## src/rtl/fifo_pkg.sv

```systemverilog
// Shared definitions for the dual-clock event FIFO: default address width,
// pointer type and the binary-to-Gray helper used by both pointer domains.
package fifo_pkg;

    localparam int FIFO_ADDR_W = 3;

    typedef logic [FIFO_ADDR_W:0] ptr_t;

    function automatic ptr_t bin2gray(input ptr_t b);
        return (b >> 1) ^ b;
    endfunction

endpackage

```

## src/rtl/gray_to_bin.sv

```systemverilog
// Parameterised Gray-to-binary converter: each binary bit is the XOR of all
// Gray bits at or above its position.
module gray_to_bin #(
    parameter int W = 4
) (
    input  logic [W-1:0] i_gray,
    output logic [W-1:0] o_bin
);

    for (genvar i = 0; i < W; i++) begin : g_bit
        assign o_bin[i] = ^i_gray[W-1:i];
    end

endmodule

```

## src/rtl/wptr_full_ctrl.sv

```systemverilog
// Write-side pointer / full-flag controller of the dual-clock event FIFO (wclk domain).
// Optional registered almost_full output is enabled with `define FIFO_ALMOST_FULL_EN.
module wptr_full_ctrl
    import fifo_pkg::*;
#(
    parameter int ADDR_W    = FIFO_ADDR_W,
`ifdef FIFO_ALMOST_FULL_EN
    parameter int AF_MARGIN = 2,
`endif
    parameter int OVF_W     = 4
) (
    input  logic              wclk,
    input  logic              wrst_n,
    input  logic              winc,
    input  logic [ADDR_W:0]   wq2_rptr,
    input  logic              clr_ovf,
    output logic              wen,
    output logic [ADDR_W-1:0] waddr,
    output logic [ADDR_W:0]   wptr,
    output logic              wfull,
    output logic              ovf_flag,
    output logic [OVF_W-1:0]  ovf_cnt
`ifdef FIFO_ALMOST_FULL_EN
    ,
    output logic              almost_full
`endif
);

    localparam logic [OVF_W-1:0] OVF_MAX = '1;
    localparam logic [OVF_W-1:0] OVF_ONE = OVF_W'(1);

    logic [ADDR_W:0]  r_wbin;
    logic [ADDR_W:0]  r_wptr;
    logic             r_wfull;
    logic             r_ovf_flag;
    logic [OVF_W-1:0] r_ovf_cnt;

    logic             w_wen;
    logic             w_drop;
    logic [ADDR_W:0]  w_wbin_next;
    logic [ADDR_W:0]  w_wgray_next;
    logic [ADDR_W:0]  w_rptr_wrapped;
    logic             w_full_next;

    assign w_wen        = winc & ~r_wfull;
    assign w_drop       = winc &  r_wfull;
    assign w_wbin_next  = r_wbin + (ADDR_W+1)'(w_wen);
    assign w_wgray_next = (w_wbin_next >> 1) ^ w_wbin_next;

    // Full when the write pointer is one lap ahead: in Gray code that is the
    // read pointer with its two MSBs inverted.
    assign w_rptr_wrapped = {~wq2_rptr[ADDR_W:ADDR_W-1], wq2_rptr[ADDR_W-2:0]};
    assign w_full_next    = (w_wgray_next == w_rptr_wrapped);

    // NOTE: sequential state uses non-blocking assignments so every register
    // samples the pre-edge values, independent of statement order.
    always_ff @(posedge wclk or negedge wrst_n) begin
        if (!wrst_n) begin
            r_wbin  <= '0;
            r_wptr  <= '0;
            r_wfull <= 1'b0;
        end else begin
            r_wbin  <= w_wbin_next;
            r_wptr  <= w_wgray_next;
            r_wfull <= w_full_next;
        end
    end

    // Clear wins over history, but a drop in the same cycle still counts once.
    always_ff @(posedge wclk or negedge wrst_n) begin
        if (!wrst_n) begin
            r_ovf_flag <= 1'b0;
            r_ovf_cnt  <= '0;
        end else if (clr_ovf) begin
            r_ovf_flag <= w_drop;
            r_ovf_cnt  <= w_drop ? OVF_ONE : '0;
        end else if (w_drop) begin
            r_ovf_flag <= 1'b1;
            if (r_ovf_cnt != OVF_MAX) begin
                r_ovf_cnt <= r_ovf_cnt + OVF_ONE;
            end
        end
    end

`ifdef FIFO_ALMOST_FULL_EN
    localparam logic [ADDR_W:0] AF_LEVEL = (ADDR_W+1)'((1 << ADDR_W) - AF_MARGIN);

    logic [ADDR_W:0] w_rbin;
    logic [ADDR_W:0] w_level_next;
    logic            r_almost_full;

    gray_to_bin #(
        .W (ADDR_W + 1)
    ) u_gray_to_bin (
        .i_gray (wq2_rptr),
        .o_bin  (w_rbin)
    );

    // Modulo subtraction gives the occupancy directly, across pointer wrap.
    assign w_level_next = w_wbin_next - w_rbin;

    always_ff @(posedge wclk or negedge wrst_n) begin
        if (!wrst_n) begin
            r_almost_full <= 1'b0;
        end else begin
            r_almost_full <= (w_level_next >= AF_LEVEL);
        end
    end

    assign almost_full = r_almost_full;
`endif

    assign wen      = w_wen;
    assign waddr    = r_wbin[ADDR_W-1:0];
    assign wptr     = r_wptr;
    assign wfull    = r_wfull;
    assign ovf_flag = r_ovf_flag;
    assign ovf_cnt  = r_ovf_cnt;

endmodule

```

## config.mk

```make
export PLATFORM = sky130hd
export DESIGN_NAME = wptr_full_ctrl
export DESIGN_NICKNAME = d
export VERILOG_FILES = /design/src/rtl/fifo_pkg.sv /design/src/rtl/gray_to_bin.sv /design/src/rtl/wptr_full_ctrl.sv
export SDC_FILE = /design/constraint.sdc
export NUM_CORES = 1
export LEC_CHECK = 0
export BUFFER_PORTS_ARGS = -buffer_cell sky130_fd_sc_hd__buf_4
export CORE_MARGIN = 4
export CORE_UTILIZATION = 47
export CTS_CLUSTER_DIAMETER = 60
export CTS_CLUSTER_SIZE = 24
export DETAILED_ROUTE_END_ITERATION = 8
export PLACE_DENSITY = 0.75
export RECOVER_POWER = 100
export REMOVE_ABC_BUFFERS = 1
export SLEW_MARGIN = 20
export SYNTH_ARGS = -nofsm -noshare
export SYNTH_HDL_FRONTEND = slang
export SYNTH_SLANG_ARGS = --single-unit
```

## constraint.sdc

```tcl
create_clock -name wclk -period 2.4 [get_ports wclk]
set_clock_uncertainty 0.1 [all_clocks]
set_input_delay 0.6 -clock wclk [delete_from_list [all_inputs] [get_ports wclk]]
set_output_delay 0.6 -clock wclk [all_outputs]
set_load 0.1 [all_outputs]
```

==> metrics <==
CP max stage cell or3_1; Total Routing Usage GR 0.156; # hold bufs at CTS 0; largest net degree at the start of global routing 14; H-Tree Depth 1; max cap viols 0; fin crit period 2.25 ns; number of vias per cell 5.17; total global routing overflow 0; share of layout cells above drive strength 1 0.364; worst r2r dst wfull; Post-DP HPWL 1110 um; CTS root buf clkbuf_4; clk slew on worst S/H paths 0.08 ns; sequential element share of the synthesized area 0.499; Yosys reg bits 13; first-pass GRT wire length 2300 um; Post-synth EDFFs 0; IO Pins 22; CP Launch Type input pin; Fmax 445 MHz; PortBufs 21; hold slack 0.236 ns; Antenna Nets Post-Route 0; critical path's largest stage delay 0.37 ns; Final Max Slew Viols 0; Post-Syn Instances 57; highest fanout seen on the critical path 2; Crit Path Category input pin to flop; Core Box Area 0.00130 mm^2; Num Clock Sinks 13; worst-margin pin slew 0.674 ns; vias in the first global route 527; Ys Warns 0; antenna violations before repair 0; Clock Latency Late Sink 0.27 ns; # fillers 115; wire per inst 12.9 um; post-synthesis average cell area 11.4 um^2; cell depth of the worst flop-to-flop path 7; Via Count 532; GPL Wtd Cong 0.780; Initial Utilization 0.501; mapped cell area 652 um^2; Buffers & Inverters on Critical Path 1; Top delay family on crit path simple AND/OR/NAND/NOR gates; most used flip-flop cell after synthesis dfrtp_1; R2R Path Start wfull; Initial DRC Count 7; die area 0.00205 mm^2; CTS Buf Count 3; num rows 13; Die X 45.2 um; Crit path depth 8; n_diodes 0; CTS tree done; RSZ-0062 raised after global routing no; critical-path cell list clkbuf_4, nor2b_2, ha_1, ha_2, xor2_2, xor2_1, or3_1, a2111oi_2; CTS Buffer Depth 2; outcome finished, final reports clean; CP required 2.47 ns; Yosys cell types 25; post-route clock period utilization 0.936; max_slew headroom 0.550; Arrival @ worst endpoint 2.31 ns; worst hold path type input pin to asynchronous set/reset pin; routed wire length 1330 um; # setup viols final 0; asr flop ratio synth 1.00; commonest non-fill, non-tap cell in the layout clkbuf_2; Final nets 100; setup slack, reg-to-reg 0.22 ns; Critical Path End Type flop; commonest non-fill, non-tap cells in the layout clkbuf_2 (14), dfrtp_1 (13), buf_4 (8); DRC 0; Die H 45.2 um; Area Growth Syn to Fin 31.7%; drt pass-1 iters 3; Final Hold Vio Count 0
cell type report:
class / instances / area [um^2] / area share
Sequential cell: 13 / 325 / 0.379
Multi-Input combinational cell: 42 / 324 / 0.378
Timing Repair Buffer: 27 / 156 / 0.182
Clock buffer: 4 / 26.3 / 0.0306
Tap cell: 15 / 18.8 / 0.0219
Inverter: 2 / 7.51 / 0.00875
timing repair:
action	in CTS	in global routing
setup endpoints to repair	0	1
buffers inserted	0	0
gates resized for setup	0	2
layer usage:
layer  vias up  track usage  routed length (um)
met5         -            0                   0
met4         0       0.0526                   0
met3         0       0.0279                  68
met2        11        0.257                 687
met1       253        0.205                 576
li1        268            -                   -
how the worst max path moves through the flow:
stage | from | to
finish | winc | wfull
global route | wfull | wfull
CTS | winc | wfull
detailed placement | winc | wfull
global placement | winc | wfull
floorplan | wfull | wfull
sequential cells by signal (all words and copies together) (netlist names):
register	count
wfull	1
ovf_flag	1
ovf_cnt	4
r_wbin	4
wptr	3
through the flow:
step | TNS, ns | setup slack (ns) | cell area [um^2] | util | instances
floorplan | -8.92 | -1.80 | 652 | - | 57
global placement | -0.112 | -0.112 | 873 | 0.671 | 99
detailed placement | -0.177 | -0.177 | 873 | 0.671 | 99
CTS | 0 | 0.102 | 900 | 0.691 | 103
global route | 0 | 0.0218 | 858 | 0.660 | 103
finish | 0 | 0.153 | 858 | 0.660 | 103
cells in the mapped netlist, drive strengths merged, types with 2 or more instances:
| master | number | area, um^2 |
|---|---|---|
| mux2i | 2 | 20.0 |
| ha | 3 | 37.5 |
| nand2 | 3 | 11.3 |
| xor2 | 6 | 60.1 |
| nor3 | 2 | 10.0 |
| dfrtp | 13 | 325 |
| inv | 2 | 7.51 |
| nor2 | 4 | 15.0 |
| nand3 | 5 | 25.0 |
| xnor2 | 3 | 26.3 |
cell families (layout without fill, tap and decap cells):
kind of cell             after synthesis  count (layout)  synth area share
AND/OR/NAND/NOR                       22              22             0.188
flip-flops                            13              13             0.499
XOR/XNOR                               9               9             0.132
AO/OA/AOI/OAI                          6               6            0.0806
adder cells (fa/ha/maj)                3               3            0.0576
multiplexers                           2               2            0.0307
buffers and inverters                  2              33            0.0115
Power is not shown: default switching activity piles up to over one toggle a cycle in this logic, so the estimate is an artifact.
